File: config.mk
export PLATFORM = sky130hd
export DESIGN_NAME = alu_pipe
export DESIGN_NICKNAME = d
export VERILOG_FILES = /design/src/rtl/alu_pipe_pkg.sv /design/src/rtl/alu_pipe_cla_adder.sv /design/src/rtl/alu_pipe.sv
export SDC_FILE = /design/constraint.sdc
export NUM_CORES = 1
export LEC_CHECK = 0
export CELL_PAD_IN_SITES_DETAIL_PLACEMENT = 0
export CELL_PAD_IN_SITES_GLOBAL_PLACEMENT = 2
export CORE_MARGIN = 3
export CORE_UTILIZATION = 34
export CTS_BUF_LIST = sky130_fd_sc_hd__clkbuf_2
export DETAILED_ROUTE_END_ITERATION = 12
export PLACE_DENSITY_LB_ADDON = 0.1
export SETUP_SLACK_MARGIN = 0.2
export SYNTH_ARGS = -nofsm -noshare
export SYNTH_HDL_FRONTEND = slang
export SYNTH_SLANG_ARGS = --single-unit
export TNS_END_PERCENT = 20
File: constraint.sdc
create_clock -name clk -period 8.56 [get_ports clk]
set_input_delay 2.568 -clock clk [delete_from_list [all_inputs] [get_ports clk]]
set_output_delay 2.568 -clock clk [all_outputs]
set_load 0.01 [all_outputs]
File: src/rtl/alu_pipe_pkg.sv
// alu_pipe_pkg: opcode encoding and helpers shared by the alu_pipe slice.
//   opcode_t      3-bit operation select
//   OP_NOP..OP_ORA opcode constants (bit 2 selects ACC as operand A)
//   is_acc_op()   true for the ops that write the accumulator
package alu_pipe_pkg;

    typedef logic [2:0] opcode_t;

    localparam opcode_t OP_NOP  = 3'b000;
    localparam opcode_t OP_ADD  = 3'b001;
    localparam opcode_t OP_AND  = 3'b010;
    localparam opcode_t OP_OR   = 3'b011;
    localparam opcode_t OP_SLT  = 3'b100;
    localparam opcode_t OP_ADDA = 3'b101;
    localparam opcode_t OP_ANDA = 3'b110;
    localparam opcode_t OP_ORA  = 3'b111;

    // SLT reads ACC but does not write it back.
    function automatic logic is_acc_op(input opcode_t op);
        return op[2] && (op != OP_SLT);
    endfunction

endpackage

File: src/rtl/alu_pipe_cla_adder.sv
// cla_adder: purely combinational carry-lookahead adder.
//   Bits are grouped CLA_GROUP at a time; each group produces a group
//   generate/propagate pair and the group carries chain from group to group.
// Ports:
//   a, b  in  WIDTH  addends
//   cin   in  1      carry in
//   sum   out WIDTH  a + b + cin (mod 2^WIDTH)
//   cout  out 1      carry out of the top bit
module cla_adder #(
    parameter int WIDTH     = 16,
    parameter int CLA_GROUP = 4
) (
    input  logic [WIDTH-1:0] a,
    input  logic [WIDTH-1:0] b,
    input  logic             cin,
    output logic [WIDTH-1:0] sum,
    output logic             cout
);

    localparam int NGRP = WIDTH / CLA_GROUP;

    logic [WIDTH-1:0] gen;
    logic [WIDTH-1:0] prop;
    logic [WIDTH:0]   carry;
    logic [NGRP-1:0]  grp_gen;
    logic [NGRP-1:0]  grp_prop;
    logic             term;

    assign gen  = a & b;
    assign prop = a ^ b;

    always_comb begin
        carry    = '0;
        grp_gen  = '0;
        grp_prop = '0;
        term     = 1'b0;
        carry[0] = cin;
        for (int k = 0; k < NGRP; k++) begin
            // Group generate/propagate from the bit-level terms.
            grp_prop[k] = 1'b1;
            grp_gen[k]  = 1'b0;
            for (int m = 0; m < CLA_GROUP; m++) begin
                grp_gen[k]  = gen[k*CLA_GROUP+m] | (prop[k*CLA_GROUP+m] & grp_gen[k]);
                grp_prop[k] = grp_prop[k] & prop[k*CLA_GROUP+m];
            end
            // Internal carries are expanded from the group's carry-in only.
            for (int j = 1; j < CLA_GROUP; j++) begin
                term = carry[k*CLA_GROUP];
                for (int m = 0; m < j; m++) begin
                    term = gen[k*CLA_GROUP+m] | (prop[k*CLA_GROUP+m] & term);
                end
                carry[k*CLA_GROUP+j] = term;
            end
            carry[(k+1)*CLA_GROUP] = grp_gen[k] | (grp_prop[k] & carry[k*CLA_GROUP]);
        end
    end

    assign sum  = prop ^ carry[WIDTH-1:0];
    assign cout = carry[WIDTH];

endmodule

File: src/rtl/alu_pipe.sv
// alu_pipe: two-stage valid/ready ALU with an accumulator.
//   S1 registers X/Y/OPCODE; S2 computes and registers RESULTS/CF.
//   Optional zero flag output when ALU_PIPE_ZF_EN is defined.
// Ports:
//   clk, rst_n          clock (rising edge), async active-low reset
//   in_valid/in_ready   operand beat handshake
//   x, y, opcode        operands and operation select
//   acc_clr             synchronous accumulator clear (handshake independent)
//   out_valid/out_ready result beat handshake
//   results, cf         result and carry/compare flag
//   acc                 current accumulator value
//   zf                  (ALU_PIPE_ZF_EN only) results == 0 for the beat
//
// Stage state (per stage valid bit):
//   state | meaning
//   EMPTY | valid bit 0, stage holds no beat
//   FULL  | valid bit 1, stage holds a beat waiting to advance
module alu_pipe
    import alu_pipe_pkg::*;
#(
    parameter int WIDTH     = 16,
    parameter int CLA_GROUP = 4
) (
    input  logic             clk,
    input  logic             rst_n,
    input  logic             in_valid,
    output logic             in_ready,
    input  logic [WIDTH-1:0] x,
    input  logic [WIDTH-1:0] y,
    input  opcode_t          opcode,
    input  logic             acc_clr,
    output logic             out_valid,
    input  logic             out_ready,
    output logic [WIDTH-1:0] results,
    output logic             cf,
    output logic [WIDTH-1:0] acc
`ifdef ALU_PIPE_ZF_EN
    ,
    output logic             zf
`endif
);

    logic             s1_valid;
    logic [WIDTH-1:0] s1_x;
    logic [WIDTH-1:0] s1_y;
    opcode_t          s1_op;

    logic             s2_adv;
    logic             s2_beat;
    logic [WIDTH-1:0] opnd_a;
    logic [WIDTH-1:0] add_sum;
    logic             add_cout;
    logic             slt_lt;
    logic [WIDTH-1:0] s2_res;
    logic             s2_cf;

    assign s2_adv   = !out_valid || out_ready;
    assign in_ready = !s1_valid || s2_adv;
    // NOPs occupy S1 but never become an output beat.
    assign s2_beat  = s1_valid && (s1_op != OP_NOP);

    assign opnd_a = s1_op[2] ? acc : s1_x;
    assign slt_lt = (acc < s1_y);

    cla_adder #(
        .WIDTH    (WIDTH),
        .CLA_GROUP(CLA_GROUP)
    ) u_cla (
        .a   (opnd_a),
        .b   (s1_y),
        .cin (1'b0),
        .sum (add_sum),
        .cout(add_cout)
    );

    always_comb begin
        s2_res = '0;
        s2_cf  = 1'b0;
        case (s1_op)
            OP_ADD, OP_ADDA: begin
                s2_res = add_sum;
                s2_cf  = add_cout;
            end
            OP_AND, OP_ANDA: s2_res = opnd_a & s1_y;
            OP_OR,  OP_ORA:  s2_res = opnd_a | s1_y;
            OP_SLT: begin
                s2_res = {{(WIDTH-1){1'b0}}, slt_lt};
                s2_cf  = slt_lt;
            end
            default: ;
        endcase
    end

    always_ff @(posedge clk or negedge rst_n) begin
        if (!rst_n) begin
            s1_valid <= 1'b0;
            s1_x     <= '0;
            s1_y     <= '0;
            s1_op    <= OP_NOP;
        end else if (in_ready) begin
            s1_valid <= in_valid;
            if (in_valid) begin
                s1_x  <= x;
                s1_y  <= y;
                s1_op <= opcode;
            end
        end
    end

    always_ff @(posedge clk or negedge rst_n) begin
        if (!rst_n) begin
            out_valid <= 1'b0;
            results   <= '0;
            cf        <= 1'b0;
        end else if (s2_adv) begin
            out_valid <= s2_beat;
            if (s2_beat) begin
                results <= s2_res;
                cf      <= s2_cf;
            end
        end
    end

`ifdef ALU_PIPE_ZF_EN
    always_ff @(posedge clk or negedge rst_n) begin
        if (!rst_n) begin
            zf <= 1'b0;
        end else if (s2_adv && s2_beat) begin
            zf <= (s2_res == '0);
        end
    end
`endif

    // A clear in the same cycle as an accumulator write wins.
    always_ff @(posedge clk or negedge rst_n) begin
        if (!rst_n) begin
            acc <= '0;
        end else if (acc_clr) begin
            acc <= '0;
        end else if (s2_adv && s1_valid && is_acc_op(s1_op)) begin
            acc <= s2_res;
        end
    end

endmodule

; After elaboration in Yosys (flattened, before gate mapping)
; Index checks and enable logic that the tools add are counted.
[totals]
regBits = 70
latchBits = 0
ram_bits = 0
rom_bits = 0
in_bits = 40
word_cells = 98
mem_count = 0
[op_classes]
addsub = 0
multipliers = 0
n_div = 0
order_cmp = 1
n_eq_ne = 8
shift = 0
n_mux = 5
n_bitwise = 61
reduce_logical = 15
[ops]
columns = cell, count
row1 = one-hot mux 16 bit (4 select lines), 1
row2 = two-way mux 16 bit, 3
row3 = AND 1 bit, 33
row4 = XOR 16 bit, 2
row5 = bitwise OR 1 bit, 24
row6 = AND 16 bit, 1
row7 = < comparator 16 bit, 1
row8 = bitwise OR 16 bit, 1
row9 = "equality test 3 bit, second input constant", 4
row10 = "equality test 3 x 2 -> 1 bit, second input constant", 2
row11 = OR reduction 2 bit, 3
row12 = logical AND 1 bit, 4
row13 = AND reduction 2 bit, 2
row14 = "equality test 3 x 1 -> 1 bit, second input constant", 1
row15 = "!= test 3 bit, second input constant", 1
row16 = nonzero test 3 bit, 1
row17 = zero test 1 bit, 2
row18 = logical OR 1 bit, 2
row19 = one-hot mux 1 bit (2 select lines), 1
row20 = nonzero test 2 bit, 1

; Logic depth before layout (Yosys ltp)
; Gate-level depths: netlist of run 1.
[logic_depth]
ltp_word = 22
mapped_depth = 23
depth_no_buf = 21

; By module
; From an unflattened synthesis of run 1, not the netlist that was laid out.
[unflattened]
cells_unflattened = 364
hier_area_um2 = 4241.6
[by_module_without_submodules]
columns = module, instances, cells_each, area_per_inst_um2, seq_area_each_um2
row1 = alu_pipe, 1, 301, 3583.4, 1751.7
row2 = cla_adder, 1, 63, 658.1, 0.0

; Worst setup path before layout of run 1
; Ideal clock, no wire load.
[synth_timing]
path_kind = input port to output port
from = in out_ready
to = out in_ready
arrival_time_ns = 2.782
t_required_ns = 5.992
setup_slack_ns = 3.210
path_stages = 1
n_path_buf = 0
cell_sequence = nand3b_1
[synth_via]
elab_chain_cells = 2
[synth_rtl]
columns = item, line_no
row1 = "start, declared", alu_pipe.sv:33  ; input logic out_ready,
row2 = logical OR 1 bit, alu_pipe.sv:57  ; assign s2_adv = !out_valid || out_ready;
row3 = logical OR 1 bit, alu_pipe.sv:58  ; assign in_ready = !s1_valid || s2_adv;
row4 = "end, declared", alu_pipe.sv:27  ; output logic in_ready,
; No other way between the ends.

; Worst setup path in the final report of run 1
; Same ends and word-level chain as after synthesis.

==> impl_metrics.csv, run 1 <==
group,metric,value,unit
sta,hold_viol_final,0,
floorplanning,core.rowCount,41,
logic_synthesis,ys_seq_area_share,39.04,%
logic_synthesis,synth_most_common_cell,"dfrtp_1",
power_and_ir_drop,irDropWorstVdd,0.1160,mV
global_route,antenna_found_initial,0,
worst_hold_path,worstHoldPathCells,2,
clock_tree,cts_setup_buffers,0,
logic_synthesis,ys_top_cells_by_count,"dfrtp_1, inv_1, ha_1",
setup_path,path_cells,"clkdlybuf4s50_1 -> nand3b_1 -> clkdlybuf4s50_1",
floorplanning,die_h,120.9,µm
clock_tree,hold_buffers,0,
setup_path,cp_slowest_stage_delay,550,ps
logic_synthesis,synth_adder_area_share,19.58,%
logic_synthesis,synth.distinct_cells,41,
setup_path,worstSetupPathType,"in -> out",
setup_path,start_kind,"input port",
logic_synthesis,synth_warnings,0,
logic_synthesis,netlist_top_cells_area,"dfrtp_1, ha_1, mux2_2",
global_route,grt_usage,16.70,%
logic_synthesis,synthXorXnorAreaFrac,0.5856,%
logic_synthesis,synth_top_area_cell,"dfrtp_1",
place,dpl_cell_area,5385,µm²
place,place.gp.congestion,0.7430,
setup_path,path_common_cell,"clkdlybuf4s50_1",
sta,fin_crit,6289,ps
logic_synthesis,synth_ff_type,"dfrtp_1",
logic_synthesis,muxShareOfSynthArea,15.87,%
worst_hold_path,hp-class,"reg -> reg",
sta,slew_headroom,23.08,%
routing,drc,0,
floorplanning,die_w,120.9,µm
final_layout,final_area,5455,µm²
floorplanning,pin_count,75,
clock_tree,clockBufferDepth,2,
sta,slew_viol_final,0,
sta,tightest_slew,1148,ps
setup_path,crit_arrival,3720,ps
clock_tree,cts_tree,"built",
final_layout,final_util,42.71,%
sta,finalSetupTns,0,ps
logic_synthesis,ys_ff_latch,70,
logic_synthesis,synth_top_family_by_area,"adder cells",
final_layout,diodes,0,
floorplanning,initial_utilization,35.13,%
clock_tree,clock_sinks,70,
routing,routed_wl,11290,µm
logic_synthesis,synth_compound_area_share,9.565,%
logic_synthesis,netlist_instances,423,
sta,clock.fmax,0.1590,GHz
global_route,overflow,0,
routing,via_count,3296,
logic_synthesis,syn_area_per_cell,10.61,µm²
final_layout,drive_above_1_share,14.06,%
worst_hold_path,hold_end,"results[0]",
clock_tree,cts_resized,0,
setup_path,r2r_cells,21,
sta,setup_violations,0,
place,dp_hpwl,7713,µm
sta,finalClockSkew,33.32,ps
global_route,grt_pass1_vias,3478,
clock_tree,htree_levels,3,
setup_path,cp_slowest_cell,"clkdlybuf4s50_1",
clock_tree,cts_buffers,9,
setup_path,required,5990,ps
global_route,grt_max_degree,71,
logic_synthesis,synth_edf_count,0,
logic_synthesis,synth_area,4487,µm²
setup_path,reg2reg_from,"s1_op[2]",
power_and_ir_drop,power_density,206.3,nW/µm²
sta,rsz0062_at_grt,"no",
routing,wl_per_cell,16.86,µm
final_layout,fillers,1247,
routing,via_per_inst,4.919,
routing,ant_nets,0,
setup_path,worst-path-buf-inv,2,
logic_synthesis,synthSimpleGateAreaFrac,8.003,%
setup_path,cp_top_family,"buffers and inverters",
place,portBuffers,74,
worst_hold_path,hp-start,"results[0]",
sta,finalCritPeriodShare,73.47,%
floorplanning,dieArea,14610,µm²
global_route,grt_pass1_wl,18710,µm
clock_tree,clk_pin_slew,190,ps
clock_tree,cts_root_buf,"clkbuf_2",
final_layout,areaGrowthSynthToFinish,21.58,%
setup_path,rrSetupSlack,3570,ps
status,outcome,"completed",
power_and_ir_drop,p_leak,2.613,nW
setup_path,endpoint_kind,"output pin",
routing,drtIter0Drc,239,
setup_path,reg2reg_to,"results[14]",
clock_tree,clkLatencyLatePin,550,ps
routing,firstDrtPassIters,5,
logic_synthesis,syn_nets,526,
logic_synthesis,ys_async_sr_fraction,100.0,%
power_and_ir_drop,p_total,1.125,mW
logic_synthesis,synth_top_area_share,39.04,%
final_layout,nNetsFinal,597,
setup_path,worstPathMaxFanout,3,
flow_run,maxCapViolations,0,
floorplanning,core-area,12770,µm²
## registers in the layout, summed over array words and instances, names as in the netlist
name       count
acc           16
s1_op          3
cf             1
results       16
s1_y          16
out_valid      1
s1_valid       1
s1_x          16
## cells in the final DEF (no fill, tap or decap), types with 2 or more instances in the layout
cell	n
inv_1	65
clkdlybuf4s50_1	73
fa_1	12
a211oi_1	4
clkbuf_2	11
a222oi_1	16
ha_1	51
nand2_1	41
mux2_2	49
a21o_1	2
nor2_1	21
a21oi_1	21
mux2i_1	16
o31ai_1	2
o21ai_0	5
xnor2_1	3
nand3b_1	2
buf_4	3
nand3_1	5
dfrtp_1	70
nand2b_1	3
clkinv_1	4
## kinds of logic (layout without fill, tap and decap cells)
logic type,count (synthesis),after routing
flops,70,70
xor+xnor,3,3
mux,65,65
simple gates,81,81
compound gates,58,58
buf+inv,83,158
fa+ha+maj,63,63
## where the power goes
| group | internal [mW] | total [mW] | switching, mW | leakage (nW) |
|---|---|---|---|---|
| Sequential | 0.400 | 0.449 | 0.0491 | 0.875 |
| Combinational | 0.260 | 0.527 | 0.267 | 1.69 |
| Clock | 0.0355 | 0.150 | 0.114 | 0.0520 |
| Total | 0.695 | 1.13 | 0.430 | 2.61 |
## metrics by stage
step           hold slack, ps  instances  setup WS, ps
2_1_floorplan           478.7        423          3210
3_3_place_gp            463.7        655          2280
3_5_place_dp            472.7        655          2275
4_1_cts                 513.1        670          2273
5_1_grt                 549.0        670          2244
6_report                507.6        670          2271
## worst reg2reg max path: cells and delay by family, from the launching register on
family,cells,cell delay [ps]
AO/OA/AOI/OAI,5,790
adder cells (fa/ha/maj),7,2430
buffers and inverters,5,630
flip-flops,1,360
multiplexers,2,480
AND/OR/NAND/NOR,2,210
## layer usage
layer	share of wire [%]	global-route usage [%]	up-vias
met3	5.5	4.476	13
met2	44	26.05	76
li1	-	-	1580
met4	1.7	5.737	0
met5	0	0	-
met1	49	22.44	1627
## worst max-delay path by stage
stage / endpoint / cells past startpoint / from / slack [ps]
3_3_place_gp: in_ready / 3 / out_ready / 2280
5_1_grt: in_ready / 3 / out_ready / 2240
6_report: in_ready / 3 / out_ready / 2270
4_1_cts: in_ready / 3 / out_ready / 2270
2_1_floorplan: in_ready / 1 / out_ready / 3210
3_5_place_dp: in_ready / 3 / out_ready / 2280
## layout make-up
type	instances	area (µm²)	area share, %
clock buffers	11	55.05	1.009
well taps	172	215.2	3.945
inverters	66	247.7	4.541
clock inverters	4	15.01	0.2752
multi-input cells	270	2412	44.22
flip-flops and latches	70	1752	32.11
repair buffers	77	758.2	13.90
Note: power is estimated with default switching activity, not from simulation.
==> inputs of run 2 (changes only) <==
--- a/config.mk
+++ b/config.mk
@@ -8,7 +8,7 @@
 export CELL_PAD_IN_SITES_DETAIL_PLACEMENT = 0
 export CELL_PAD_IN_SITES_GLOBAL_PLACEMENT = 2
 export CORE_MARGIN = 3
-export CORE_UTILIZATION = 34
+export CORE_UTILIZATION = 32
 export CTS_BUF_LIST = sky130_fd_sc_hd__clkbuf_2
 export DETAILED_ROUTE_END_ITERATION = 12
 export PLACE_DENSITY_LB_ADDON = 0.1
==> constraint.sdc (replaced) <==
create_clock -name clk -period 5.6 [get_ports clk]
set_input_delay 1.68 -clock clk [delete_from_list [all_inputs] [get_ports clk]]
set_output_delay 1.68 -clock clk [all_outputs]
set_load 0.01 [all_outputs]
==> run 2 against run 1 <==
Net effect: utilization decreased by 1.8 points; flip-flop and latch count unchanged; global-route usage decreased by 1.0 points; worst hold slack improved by 10 ps; clock skew decreased by 5.1 ps; combinational power increased by 53%; setup slack got worse by 1300 ps; largest cell class unchanged.
==> impl_metrics.csv, run 2 (same netlist as run 1, synthesis figures left out) <==
group,metric,value,unit
routing,firstDrtPassIters,5,
clock_tree,cts_tree,"built",
setup_path,worstPathMaxFanout,3,
global_route,grt_usage,15.68,%
flow_run,maxCapViolations,0,
setup_path,crit_arrival,5090,ps
sta,rsz0062_at_grt,"no",
clock_tree,clock_sinks,70,
place,dp.cells,660,
sta,setup_violations,0,
final_layout,fillers,1383,
final_layout,layout.cells.non_filler,676,
clock_tree,cts_buffers,9,
sta,tightest_slew,1058,ps
sta,hold_viol_final,0,
power_and_ir_drop,power_density,323.8,nW/µm²
floorplanning,die_w,124.4,µm
routing,drtIter0Drc,195,
floorplanning,dieArea,15480,µm²
worst_hold_path,hold_end,"results[0]",
setup_path,required,6090,ps
power_and_ir_drop,irDropWorstVdd,0.1740,mV
power_and_ir_drop,p_leak,2.626,nW
setup_path,reg2reg_to,"results[15]",
routing,via_count,3272,
status,outcome,"completed",
setup_path,r2r_cells,20,
setup_path,start_kind,"flop",
floorplanning,core-area,13450,µm²
sta,fin_crit,4601,ps
global_route,overflow,0,
sta,finalSetupTns,0,ps
sta,finalClockSkew,28.21,ps
routing,routed_wl,11520,µm
global_route,grt_pass1_wl,19060,µm
worst_hold_path,hp-class,"reg -> reg",
sta,slew_viol_final,0,
place,dp_hpwl,8051,µm
clock_tree,hold_buffers,0,
clock_tree,clk_pin_slew,190,ps
floorplanning,pin_count,75,
worst_hold_path,hp-start,"results[0]",
sta,clock.fmax,0.2173,GHz
final_layout,nNetsFinal,598,
clock_tree,cts_root_buf,"clkbuf_2",
final_layout,final_cell_mix,"clkdlybuf4s50_1, dfrtp_1, inv_1",
global_route,antenna_found_initial,1,
global_route,grt_pass1_vias,3482,
final_layout,final_common_cell,"clkdlybuf4s50_1",
floorplanning,core.rowCount,42,
global_route,grt_max_degree,41,
clock_tree,clockBufferDepth,2,
floorplanning,die_h,124.4,µm
routing,wl_per_cell,17.04,µm
floorplanning,initial_utilization,33.35,%
setup_path,reg2reg_from,"s1_op[2]",
clock_tree,cts_setup_buffers,0,
final_layout,drive_above_1_share,14.43,%
routing,ant_nets,0,
power_and_ir_drop,p_total,1.781,mW
place,place.gp.congestion,0.7598,
clock_tree,htree_levels,3,
routing,drc,0,
sta,finalCritPeriodShare,82.16,%
setup_path,endpoint_kind,"flop",
final_layout,areaGrowthSynthToFinish,22.56,%
setup_path,worstSetupPathType,"reg -> reg",
setup_path,rrSetupSlack,1000,ps
place,portBuffers,74,
clock_tree,clkLatencyLatePin,600,ps
routing,via_per_inst,4.840,
sta,slew_headroom,29.22,%
clock_tree,cts_resized,0,
worst_hold_path,worstHoldPathCells,2,
==> run 2: worst max-delay path: stages (launching register included) <==
cell and delay (ps):
dfrtp_1 460, mux2i_1 150, inv_1 70, ha_1 160, inv_1 50, fa_1 370, fa_1 370, inv_1 80
fa_1 180, a21oi_1 70, o22ai_1 160, nor2_1 100, o21ai_0 170, o21ai_0 140, fa_1 410, fa_1 400
fa_1 390, xnor2_1 140, a222oi_1 230, nor2_1 90, mux2_2 310
==> run 2: how the worst max path moves through the flow <==
stage | start | endpoint | cells after the start
floorplan | s1_op[2] | results[15] | 22
global placement | out_ready | in_ready | 3
detailed placement | s1_op[2] | results[15] | 20
CTS | s1_op[2] | results[15] | 20
global route | s1_op[2] | results[15] | 20
finish | s1_op[2] | results[15] | 20
==> run 2: area by class of cell <==
type                    instances  area, µm²  share of cell area [%]
diodes                          1      2.502                 0.04551
clock buffers                   9      45.04                  0.8191
clock inverters                 6      53.80                  0.9784
inverters                      66      247.7                   4.505
multi-input cells             270       2412                   43.87
flip-flops and latches         70       1752                   31.85
well taps                     176      220.2                   4.005
repair buffers                 78      765.7                   13.92
==> run 2: per-stage QoR <==
stage	hold slack, ps	cell area [µm²]	util, %	setup slack (ps)
2_1_floorplan	478.7	4487	-	1023
6_report	517.6	5499	40.88	999.0
3_5_place_dp	474.1	5398	40.12	990.4
3_3_place_gp	468.8	5398	40.12	1103
4_1_cts	516.7	5497	40.86	937.3
5_1_grt	536.1	5499	40.88	626.1
==> run 2: layer usage <==
| layer | share of wire [%] | wire length, µm | vias to the layer above | GRT usage, % |
|---|---|---|---|---|
| met1 | 48 | 5489 | 1602 | 21.43 |
| met4 | 0.64 | 74 | 0 | 5.351 |
| li1 | - | - | 1582 | - |
| met5 | 0 | 0 | - | 0 |
| met3 | 6.2 | 715 | 4 | 4.160 |
| met2 | 45 | 5242 | 84 | 24.08 |
==> run 2: power breakdown <==
group,switching [mW],leakage (nW),internal (mW)
clock,0.192,0.0603,0.0954
sequential,0.0765,0.875,0.611
combinational,0.407,1.69,0.398
